File: config.mk
export PLATFORM = sky130hd
export DESIGN_NAME = alu_share_arbiter
export DESIGN_NICKNAME = d
export VERILOG_FILES = /design/src/rtl/alu_share_arbiter.sv
export SDC_FILE = /design/constraint.sdc
export NUM_CORES = 1
export LEC_CHECK = 0
export BUFFER_PORTS_ARGS = -buffer_cell sky130_fd_sc_hd__buf_4
export CAP_MARGIN = 20
export CORE_ASPECT_RATIO = 2
export CORE_MARGIN = 8
export CORE_UTILIZATION = 28
export DETAILED_ROUTE_END_ITERATION = 10
export PLACE_DENSITY_LB_ADDON = 0.2
export SYNTH_ARGS = -nofsm -noshare
export SYNTH_HDL_FRONTEND = slang
export SYNTH_SLANG_ARGS = --single-unit
File: constraint.sdc
create_clock -name clk -period 1.85 [get_ports clk]
set_input_delay 0.185 -clock clk [delete_from_list [all_inputs] [get_ports clk]]
set_output_delay 0.185 -clock clk [all_outputs]
set_load 0.01 [all_outputs]
File: src/rtl/alu_share_arbiter.sv
// alu_share_arbiter: round-robin sharing of one external 16-bit ALU between two requesters,
// with registered ALU operands and a valid/ready response port tagged by requester id.
module alu_share_arbiter #(
    parameter int DATA_W = 16,
    parameter int OP_W   = 4,
    parameter int SH_W   = 5,
    parameter int OP_MAX = 7
) (
    input  logic              clk,
    input  logic              rst_n,
    input  logic [1:0]        req_valid,
    output logic [1:0]        req_ready,
    input  logic [OP_W-1:0]   req0_opcode,
    input  logic [DATA_W-1:0] req0_a,
    input  logic [DATA_W-1:0] req0_b,
    input  logic [SH_W-1:0]   req0_shamt,
    input  logic [OP_W-1:0]   req1_opcode,
    input  logic [DATA_W-1:0] req1_a,
    input  logic [DATA_W-1:0] req1_b,
    input  logic [SH_W-1:0]   req1_shamt,
    output logic [OP_W-1:0]   alu_opcode,
    output logic [DATA_W-1:0] alu_in1,
    output logic [DATA_W-1:0] alu_in2,
    output logic [SH_W-1:0]   alu_shift,
    input  logic [DATA_W-1:0] alu_result,
    input  logic [3:0]        alu_flags,
    output logic              rsp_valid,
    input  logic              rsp_ready,
    output logic              rsp_id,
    output logic [DATA_W-1:0] rsp_result,
    output logic [3:0]        rsp_flags,
    output logic              rsp_err
);
    localparam logic [1:0] IDLE = 2'd0, EXEC = 2'd1, RESP = 2'd2;
    logic [1:0]        state;
    logic              rr_ptr;
    logic              id_r;
    logic [OP_W-1:0]   op_r;
    logic [DATA_W-1:0] a_r, b_r, res_r;
    logic [SH_W-1:0]   sh_r;
    logic [3:0]        flg_r;
    logic              err_r;
    logic              g0, g1;
    // rr_ptr names the preferred requester; the other wins only when the preferred one is idle
    always_comb begin
        g0 = req_valid[0] & (~rr_ptr | ~req_valid[1]);
        g1 = req_valid[1] & (rr_ptr | ~req_valid[0]);
        req_ready = (rst_n && state == IDLE) ? {g1, g0} : 2'b00;
    end
    assign alu_opcode = op_r;
    assign alu_in1    = a_r;
    assign alu_in2    = b_r;
    assign alu_shift  = sh_r;
    assign rsp_valid  = state == RESP;
    assign rsp_id     = id_r;
    assign rsp_result = res_r;
    assign rsp_flags  = flg_r;
    assign rsp_err    = err_r;
    always_ff @(posedge clk or negedge rst_n) begin
        if (!rst_n) begin
            state  <= IDLE;
            rr_ptr <= 1'b0;
            id_r   <= 1'b0;
            op_r   <= '0;
            a_r    <= '0;
            b_r    <= '0;
            sh_r   <= '0;
            res_r  <= '0;
            flg_r  <= '0;
            err_r  <= 1'b0;
        end else if (state == IDLE && |req_ready) begin
            state <= EXEC;
            id_r  <= req_ready[1];
            op_r  <= req_ready[1] ? req1_opcode : req0_opcode;
            a_r   <= req_ready[1] ? req1_a : req0_a;
            b_r   <= req_ready[1] ? req1_b : req0_b;
            sh_r  <= req_ready[1] ? req1_shamt : req0_shamt;
        end else if (state == EXEC) begin
            state <= RESP;
            res_r <= alu_result;
            flg_r <= alu_flags;
            err_r <= op_r > OP_W'(OP_MAX);
        end else if (state == RESP && rsp_ready) begin
            state  <= IDLE;
            rr_ptr <= ~id_r;
        end
    end
endmodule
==> results of run 1 <==
==> power by group <==
part           switching (mW)  leakage [nW]  internal [mW]  total (mW)
registers               0.452         0.745           2.18        2.63
logic                    2.00          1.38           2.05        4.05
clock network           0.620         0.166           1.31        1.93
==> final cells by class <==
class / count / area share (%)
antenna: 2 / 0.09328
clock buffer: 10 / 4.268
clock inverter: 6 / 1.959
inverter: 2 / 0.1399
multi-input combinational: 202 / 29.87
sequential: 66 / 30.81
tap: 150 / 3.498
timing repair buffer: 195 / 29.36
==> registers in the layout, indices dropped and copies added, names as in the netlist <==
register    cells
alu_in1        16
alu_in2        16
alu_opcode      4
alu_shift       5
rr_ptr          1
rsp_err         1
rsp_flags       4
rsp_id          1
rsp_result     16
state           2
==> synth_stat cells (all sizes together) <==
library cell,n,area (µm²)
a21o,3,22.52
dfrtp,66,1652
nor3,1,5.000
clkinv,1,3.750
mux2,21,236.5
a21oi,42,210.2
a31oi,41,256.5
nand4,41,256.5
o31ai,41,508.0
and2b,1,7.510
and2,1,6.260
clkbuf,20,75.07
or3b,1,8.760
nor3b,1,12.51
or2,1,6.260
nand3b,1,7.510
buf,25,222.7
nand2,2,7.510
o21ai,1,5.000
nand2b,1,6.260
inv,1,3.750
nor2b,2,12.51
==> worst max-delay path: stages, from the launching register on <==
cell	delay (ps)
dfrtp_2	450
or3b_2	510
nor3_2	170
buf_4	160
==> path summary, 6_finish.rpt <==
path / cells after the start / to / slack (ps)
min reg2reg: 1 / rsp_result[15]$_DFFE_PN0P_ / 500
max reg2reg: 4 / alu_in2[13]$_DFFE_PN0P_ / 160
min: 2 / state[0]$_DFFE_PN0P_ / -20
max in group asynchronous: 3 / alu_in2[2]$_DFFE_PN0P_ / 1170
min in group clk: 2 / rsp_flags[0]$_DFFE_PN0P_ / 90
max: 3 / req_ready[1] / 60
==> logic make-up (layout without fill, tap and decap cells) <==
kind of cell           count (synthesis)  after routing  share of synthesized area (%)
AO/OA/AOI/OAI                        128            128                          28.37
other                                  0              2                              0
multiplexers                          21             21                          6.695
AND/OR/NAND/NOR                       53             53                          9.529
buffers and inverters                 47            213                          8.643
flip-flops                            66             66                          46.76
==> routing by layer <==
layer | up-vias | GRT usage (%) | routed length (µm)
met3 | 32 | 3.654 | 761
li1 | 1559 | - | -
met1 | 1615 | 16.16 | 4651
met4 | 0 | 10.65 | 660
met5 | - | 0 | 0
met2 | 126 | 26.55 | 7100
==> repair_timing <==
action                                  in CTS  in global routing
buffers inserted                             2                  1
gates resized for setup                      2                  3
pin swaps                                    2                  1
gates cloned                                 1                  1
endpoints found under the setup margin       2                  7
endpoints found under the hold margin       23                  0
hold buffers                                 1                  0
==> impl_metrics.env, run 1 <==
export IMPL_via_per_inst=5.264
export IMPL_finalWorstSetupSlack_ps=55.31
export IMPL_postPlaceCellArea_mm2=0.004920
export IMPL_critPathLaunch="state[0]$_DFFE_PN0P_"
export IMPL_num_rows=58
export IMPL_tightestPinTransition_ps=573.3
export IMPL_r2r_start="state[0]$_DFFE_PN0P_"
export IMPL_worstPathRequired_ps=1660
export IMPL_cts_tree="built"
export IMPL_cp_arrival_ps=1610
export IMPL_run_status="complete, but fails checks"
export IMPL_avgSynthCellArea_um2=11.21
export IMPL_start_util_pct=28.30
export IMPL_whs_ps=-20.93
export IMPL_layout_commonest_cell="buf_4"
export IMPL_drt_first_iter_violations=124
export IMPL_period_needed_ps=1795
export IMPL_dpl_hpwl_mm=9.232
export IMPL_fmax_mhz=557.2
export IMPL_irDropWorstVdd_mv=0.6296
export IMPL_die_x_um=95.42
export IMPL_drv_slew=0
export IMPL_tns_ps=0
export IMPL_max_clock_path_buffers=2
export IMPL_netlist_area_mm2=0.003532
export IMPL_cts_max_level=3
export IMPL_io_pins=173
export IMPL_fin_skew_ps=5.623
export IMPL_areaGrowthSynthToFinish_pct=51.90
export IMPL_leakagePower_nw=2.293
export IMPL_gp_congestion=0.8005
export IMPL_fin_area_mm2=0.005365
export IMPL_grt_max_degree=44
export IMPL_drv_cap=0
export IMPL_path_class="reg -> out"
export IMPL_wl_mm=13.17
export IMPL_rsz0062_at_grt="false"
export IMPL_grt_usage_pct=15.58
export IMPL_ant_nets=0
export IMPL_clock_latency_ps=330
export IMPL_hold_viol=43
export IMPL_violations="negative hold slack"
export IMPL_final_cell_mix="186 x buf_4, 65 x dfrtp_1, 41 x nand4_1, 41 x a21oi_1, 41 x a31oi_1"
export IMPL_ys_seq_area_share_pct=46.76
export IMPL_grt_overflow_total=0
export IMPL_total_power_mw=8.605
export IMPL_layout_area_seq_mm2=0.001653
export IMPL_setup_violations=0
export IMPL_syn_nets=422
export IMPL_fill_cells=1249
export IMPL_drc=0
export IMPL_clk_pin_slew_ps=50
export IMPL_antenna_found_initial=2
export IMPL_relSlewSlack_pct=61.78
export IMPL_die_area_mm2=0.01668
export IMPL_finalCritPeriodShare_pct=97.01
export IMPL_finalNonFillerCells=633
export IMPL_dr_pass1_iters=4
export IMPL_io_buffer_count=172
export IMPL_synth_distinct_cells=25
export IMPL_syn_instance_count=315
export IMPL_start_kind="flop"
export IMPL_powerDensity_mw_per_mm2=1604
export IMPL_yosys_register_bits=66
export IMPL_cts_root_buffer="clkbuf_16"
export IMPL_min_path_type="in -> async"
export IMPL_multi_input_area_mm2=0.001603
export IMPL_final_nets=583
export IMPL_cts_buffers=9
export IMPL_pre_cts_ws_ps=129.0
export IMPL_die_y_um=174.8
export IMPL_wl_per_cell_um=20.81
export IMPL_core_area_mm2=0.01248
export IMPL_vias=3332
export IMPL_dp_cells=609
export IMPL_grt_pass1_vias=3588
export IMPL_grt_pass1_wl_mm=19.68
export IMPL_cts_sinks=66
export IMPL_drive_above_1_share_pct=58.21
export IMPL_fin_util_pct=42.98
export IMPL_crit_path_end_kind="output port"
export IMPL_yosys_warnings=0
export IMPL_crit_fanout=7
No activity file was read; power rests on OpenSTA's default activity.
==> run 2, diff against run 1 <==
==> constraint.sdc (replaced) <==
create_clock -name clk -period 1.85 [get_ports clk]
set_input_delay 0.185 -clock clk [delete_from_list [all_inputs] [get_ports clk]]
set_output_delay 0.185 -clock clk [all_outputs]
set_load 0.005 [all_outputs]
==> run 2 against run 1 <==
The flow still finishes with violations (negative hold slack). Non-clock buffer count shrank 1. Maximum frequency grew 3.5%. Critical path depth is the same. Sequential power is essentially flat. Flip-flop and latch count is the same. Cell count shrank 0.16%. Critical path type unchanged. Critical endpoint unchanged.
==> impl_metrics.env, run 2 (same netlist as run 1, synthesis figures left out) <==
export IMPL_core_area_mm2=0.01248
export IMPL_path_cells="or3b_4, nor3_4, buf_4"
export IMPL_grt_usage_pct=15.67
export IMPL_p_int_mw=5.278
export IMPL_layout_commonest_cell="buf_4"
export IMPL_via_per_inst=5.274
export IMPL_cts_buffers=9
export IMPL_min_path_type="in -> async"
export IMPL_finalWorstSetupSlack_ps=115.4
export IMPL_final_nets=582
export IMPL_grt_max_degree=44
export IMPL_violations="negative hold slack"
export IMPL_final_cell_mix="189 x buf_4, 66 x dfrtp_1, 41 x nand4_1, 41 x a21oi_1, 41 x a31oi_1"
export IMPL_cp_arrival_ps=1550
export IMPL_crit_path_end_kind="output port"
export IMPL_ant_nets=0
export IMPL_die_area_mm2=0.01668
export IMPL_fmax_mhz=576.5
export IMPL_die_x_um=95.42
export IMPL_tns_ps=0
export IMPL_dpl_hpwl_mm=9.315
export IMPL_wl_per_cell_um=20.36
export IMPL_power_frac_clock_pct=22.5
export IMPL_grt_overflow_total=0
export IMPL_slowest_stage="or3b_4"
export IMPL_start_kind="flop"
export IMPL_hold_viol=43
export IMPL_cp_top_family="simple AND/OR/NAND/NOR gates"
export IMPL_io_pins=173
export IMPL_grt_pass1_vias=3558
export IMPL_pre_cts_ws_ps=128.8
export IMPL_antenna_found_initial=2
export IMPL_clk_pin_slew_ps=50
export IMPL_setup_violations=0
export IMPL_powerDensity_mw_per_mm2=1522
export IMPL_dr_pass1_iters=4
export IMPL_irDropWorstVdd_mv=0.6854
export IMPL_crit_fanout=5
export IMPL_areaGrowthSynthToFinish_pct=49.66
export IMPL_drv_slew=0
export IMPL_power_switching_mw=2.770
export IMPL_timing_critical_path_depth=3
export IMPL_num_rows=58
export IMPL_cts_max_level=3
export IMPL_finalCritPeriodShare_pct=93.76
export IMPL_io_buffer_count=172
export IMPL_gp_congestion=0.8257
export IMPL_run_status="complete, but fails checks"
export IMPL_drive_above_1_share_pct=57.92
export IMPL_period_needed_ps=1735
export IMPL_drv_cap=0
export IMPL_critical_path_buf_inv_count=1
export IMPL_drt_first_iter_violations=187
export IMPL_rsz0062_at_grt="false"
export IMPL_max_clock_path_buffers=2
export IMPL_wl_mm=12.87
export IMPL_relSlewSlack_pct=62.21
export IMPL_dp_cells=611
export IMPL_leakagePower_nw=2.255
export IMPL_cts_sinks=66
export IMPL_cts_root_buffer="clkbuf_16"
export IMPL_postPlaceCellArea_mm2=0.004910
export IMPL_worstPathRequired_ps=1660
export IMPL_combPwrFrac_pct=45.2
export IMPL_start_util_pct=28.30
export IMPL_fin_area_mm2=0.005286
export IMPL_grt_pass1_wl_mm=19.91
export IMPL_die_y_um=174.8
export IMPL_pwr_share_seq_pct=32.2
export IMPL_vias=3333
export IMPL_switching_share_pct=34.42
export IMPL_ff2ff_path_depth=6
export IMPL_fill_cells=1265
export IMPL_whs_ps=-23.93
export IMPL_cts_tree="built"
export IMPL_slowest_delay_ps=470
export IMPL_drc=0
export IMPL_clock_latency_ps=330
export IMPL_path_class="reg -> out"
export IMPL_finalNonFillerCells=632
export IMPL_fin_skew_ps=8.171
export IMPL_tightestPinTransition_ps=566.8
[run 2: layout make-up]
cell class / count / area (µm²) / area share, %
antenna: 2 / 5.005 / 0.09467
tap: 150 / 187.7 / 3.550
multi-input combinational: 202 / 1609 / 30.44
inverter: 2 / 7.507 / 0.1420
clock buffer: 13 / 280.3 / 5.302
sequential: 66 / 1652 / 31.24
timing repair buffer: 194 / 1500 / 28.38
clock inverter: 3 / 45.04 / 0.8521
[run 2: worst reg2reg max path, cell delays in order (launching register included)]
cell	delay [ps]
dfrtp_1	380
buf_4	160
nor3b_4	220
buf_4	170
buf_4	330
nand4_1	150
a31oi_1	220
[run 2: worst paths after layout]
kind,start,to,slack [ps]
setup / recovery,state[1]$_DFFE_PN0P_,req_ready[1],120
hold / removal,rst_n,alu_opcode[3]$_DFFE_PN0P_,-20
setup reg to reg,state[1]$_DFFE_PN0P_,alu_in1[14]$_DFFE_PN0P_,130
hold reg to reg,rsp_result[3]$_DFFE_PN0P_,rsp_result[3]$_DFFE_PN0P_,500
max in group asynchronous,rst_n,rr_ptr$_DFFE_PN0P_,1200
min in group clk,alu_result[11],rsp_result[11]$_DFFE_PN0P_,90
[run 2: repair_timing]
| item | CTS | global route |
|---|---|---|
| setup endpoints to repair | 2 | 1 |
| hold buffers | 1 | 0 |
| resized for setup | 3 | 2 |
| pin swaps | 1 | 1 |
| buffers inserted | 1 | 1 |
| cloned | 0 | 0 |
| hold endpoints to repair | 23 | 0 |
[run 2: routing by layer]
metal | part of all wire (%) | up-vias | GRT usage [%]
li1 | - | 1552 | -
met2 | 55 | 128 | 27.13
met4 | 4.4 | 0 | 9.232
met3 | 6.0 | 31 | 3.912
met5 | 0 | - | 0
met1 | 35 | 1622 | 16.31
[run 2: power by group through the flow]
stage | Combinational (mW) | Sequential, mW | Clock [mW]
after floorplan | 1.85 | 2.63 | 0
after global placement | 3.62 | 2.60 | 0
after detailed placement | 3.68 | 2.62 | 0
after CTS | 3.71 | 2.61 | 1.87
after global routing | 3.98 | 2.70 | 1.92
final | 3.64 | 2.60 | 1.81
[run 2: stage by stage]
step	power, mW	util [%]	hold slack [ps]
2_1_floorplan	4.482	-	-110.6
3_3_place_gp	6.218	39.33	242.0
3_5_place_dp	6.304	39.33	246.3
4_1_cts	8.181	42.19	13.08
5_1_grt	8.600	42.35	28.06
6_report	8.048	42.35	-23.93
==> run 3, diff against run 2 <==
- GPL_TIMING_DRIVEN: unset -> 0
==> run 3 against run 2 <==
The run still ends with negative hold slack left. Via count is 3.4% higher. Worst setup slack worse by 40 ps. Combinational power is 4% higher. Final area is 1.7% higher. First-iteration DRC count is 8.0% lower. Routed wire length is 4.8% higher. Critical path type unchanged. Hold slack worse by 240 ps. Largest power group unchanged. Highest routed layer unchanged. Non-clock buffer count is 27 higher. Largest cell class unchanged.
==> impl_metrics.env, run 3 (same netlist as run 1, synthesis figures left out) <==
export IMPL_drv_cap=0
export IMPL_drt_first_iter_violations=172
export IMPL_fin_area_mm2=0.005378
export IMPL_final_nets=609
export IMPL_tns_ps=0
export IMPL_fin_skew_ps=7.893
export IMPL_finalCritPeriodShare_pct=95.91
export IMPL_run_status="complete, but fails checks"
export IMPL_switching_share_pct=35.03
export IMPL_hold_viol=66
export IMPL_start_kind="flop"
export IMPL_multi_input_area_mm2=0.001587
export IMPL_grt_overflow_total=0
export IMPL_antenna_found_initial=1
export IMPL_final_cell_mix="176 x buf_4, 65 x dfrtp_1, 42 x a21oi_1, 41 x nand4_1, 41 x a31oi_1"
export IMPL_finalWorstSetupSlack_ps=75.66
export IMPL_areaGrowthSynthToFinish_pct=52.25
export IMPL_max_clock_path_buffers=2
export IMPL_grt_usage_pct=16.41
export IMPL_tightestPinTransition_ps=589.0
export IMPL_worstPathRequired_ps=1660
export IMPL_path_class="reg -> out"
export IMPL_clock_latency_ps=330
export IMPL_fmax_mhz=563.6
export IMPL_io_pins=173
export IMPL_leakagePower_nw=2.302
export IMPL_dpl_hpwl_mm=10.18
export IMPL_pre_cts_ws_ps=-535.7
export IMPL_power_frac_clock_pct=21.6
export IMPL_relSlewSlack_pct=60.73
export IMPL_power_switching_mw=2.860
export IMPL_cts_tree="built"
export IMPL_clk_pin_slew_ps=60
export IMPL_violations="negative hold slack"
export IMPL_via_per_inst=5.239
export IMPL_die_y_um=174.8
export IMPL_slowest_delay_ps=430
export IMPL_combPwrFrac_pct=46.6
export IMPL_finalNonFillerCells=658
export IMPL_layout_commonest_cell="buf_4"
export IMPL_drv_slew=0
export IMPL_cp_top_family="simple AND/OR/NAND/NOR gates"
export IMPL_wl_per_cell_um=20.51
export IMPL_core_area_mm2=0.01248
export IMPL_cts_buffers=9
export IMPL_whs_ps=-260.4
export IMPL_die_x_um=95.42
export IMPL_drc=0
export IMPL_io_buffer_count=171
export IMPL_crit_fanout=6
export IMPL_fin_util_pct=43.08
export IMPL_irDropWorstVdd_mv=0.5913
export IMPL_grt_max_degree=69
export IMPL_start_util_pct=28.30
export IMPL_num_rows=58
export IMPL_postPlaceCellArea_mm2=0.005004
export IMPL_powerDensity_mw_per_mm2=1518
export IMPL_fill_cells=1279
export IMPL_pwr_share_seq_pct=31.8
export IMPL_ant_nets=0
export IMPL_crit_path_end_kind="output port"
export IMPL_cts_sinks=66
export IMPL_cts_max_level=3
export IMPL_vias=3447
export IMPL_layout_area_seq_mm2=0.001653
export IMPL_min_path_type="in -> async"
export IMPL_path_cells="or3b_1, buf_6, nor3_4, buf_4"
export IMPL_critical_path_buf_inv_count=2
export IMPL_setup_violations=0
export IMPL_wl_mm=13.49
export IMPL_dr_pass1_iters=4
export IMPL_grt_pass1_wl_mm=21.11
export IMPL_period_needed_ps=1774
export IMPL_cp_arrival_ps=1590
export IMPL_slowest_stage="dfrtp_2"
export IMPL_die_area_mm2=0.01668
export IMPL_grt_pass1_vias=3850
export IMPL_dp_cells=636
export IMPL_drive_above_1_share_pct=55.23
export IMPL_gp_congestion=0.8115
export IMPL_p_int_mw=5.305
export IMPL_cts_root_buffer="clkbuf_16"
==> run 3: cell type report <==
type                            instances  area share (%)
Timing Repair Buffer                  176           24.80
Sequential cell                        66           30.74
Clock buffer                           12           4.770
Tap cell                              150           3.490
Clock inverter                          4          0.9307
Multi-Input combinational cell        202           29.50
Inverter                                2          0.1396
Buffer                                 45           5.584
Antenna cell                            1         0.04653
==> run 3: worst register-to-register path, delay by kind of cell, from the launching register on <==
kind	cells	cell delay (ps)
buffers and inverters	3	450
DFF	1	430
and+or+nand+nor	1	380
AOI/OAI and AO/OA	2	340
==> run 3: timing repair <==
item                       4_1_cts  5_1_grt
hold endpoints to repair        66       66
gates resized for setup          5        3
pin swaps                        0        0
cloned                           0        0
buffers inserted                 1        4
setup endpoints to repair       42       32
==> run 3: metal layers <==
layer  routed length (µm)  GRT usage (%)
met4                  565          9.361
met2                 7620          30.14
met1                 4570          16.30
met3                  736          3.052
met5                    0              0
==> run 3: power groups by stage <==
| stage | logic, mW | clock network, mW | registers, mW |
|---|---|---|---|
| after floorplan | 1.85 | 0 | 2.63 |
| after global placement | 3.71 | 0 | 2.60 |
| after detailed placement | 3.78 | 0 | 2.63 |
| after CTS | 3.82 | 1.81 | 2.61 |
| after global routing | 4.14 | 1.86 | 2.71 |
| final | 3.80 | 1.77 | 2.60 |
==> run 3: per-stage QoR <==
stage / total power, mW / hold slack, ps
2_1_floorplan: 4.482 / -110.6
3_3_place_gp: 6.312 / 364.8
3_5_place_dp: 6.411 / 371.2
4_1_cts: 8.245 / -180.2
5_1_grt: 8.712 / -237.4
6_report: 8.165 / -260.4
==> run 3: path summary, 6_finish.rpt <==
| path | startpoint | slack, ps | endpoint | cells past startpoint |
|---|---|---|---|---|
| setup / recovery | state[0]$_DFFE_PN0P_ | 80 | req_ready[1] | 4 |
| hold / removal | rst_n | -260 | alu_in1[0]$_DFFE_PN0P_ | 1 |
| setup reg to reg | state[0]$_DFFE_PN0P_ | 140 | alu_in1[2]$_DFFE_PN0P_ | 6 |
| hold reg to reg | rsp_result[15]$_DFFE_PN0P_ | 510 | rsp_result[15]$_DFFE_PN0P_ | 1 |
| max in group asynchronous | rst_n | 1770 | state[0]$_DFFE_PN0P_ | 1 |
| min in group clk | alu_flags[3] | 90 | rsp_flags[3]$_DFFE_PN0P_ | 2 |
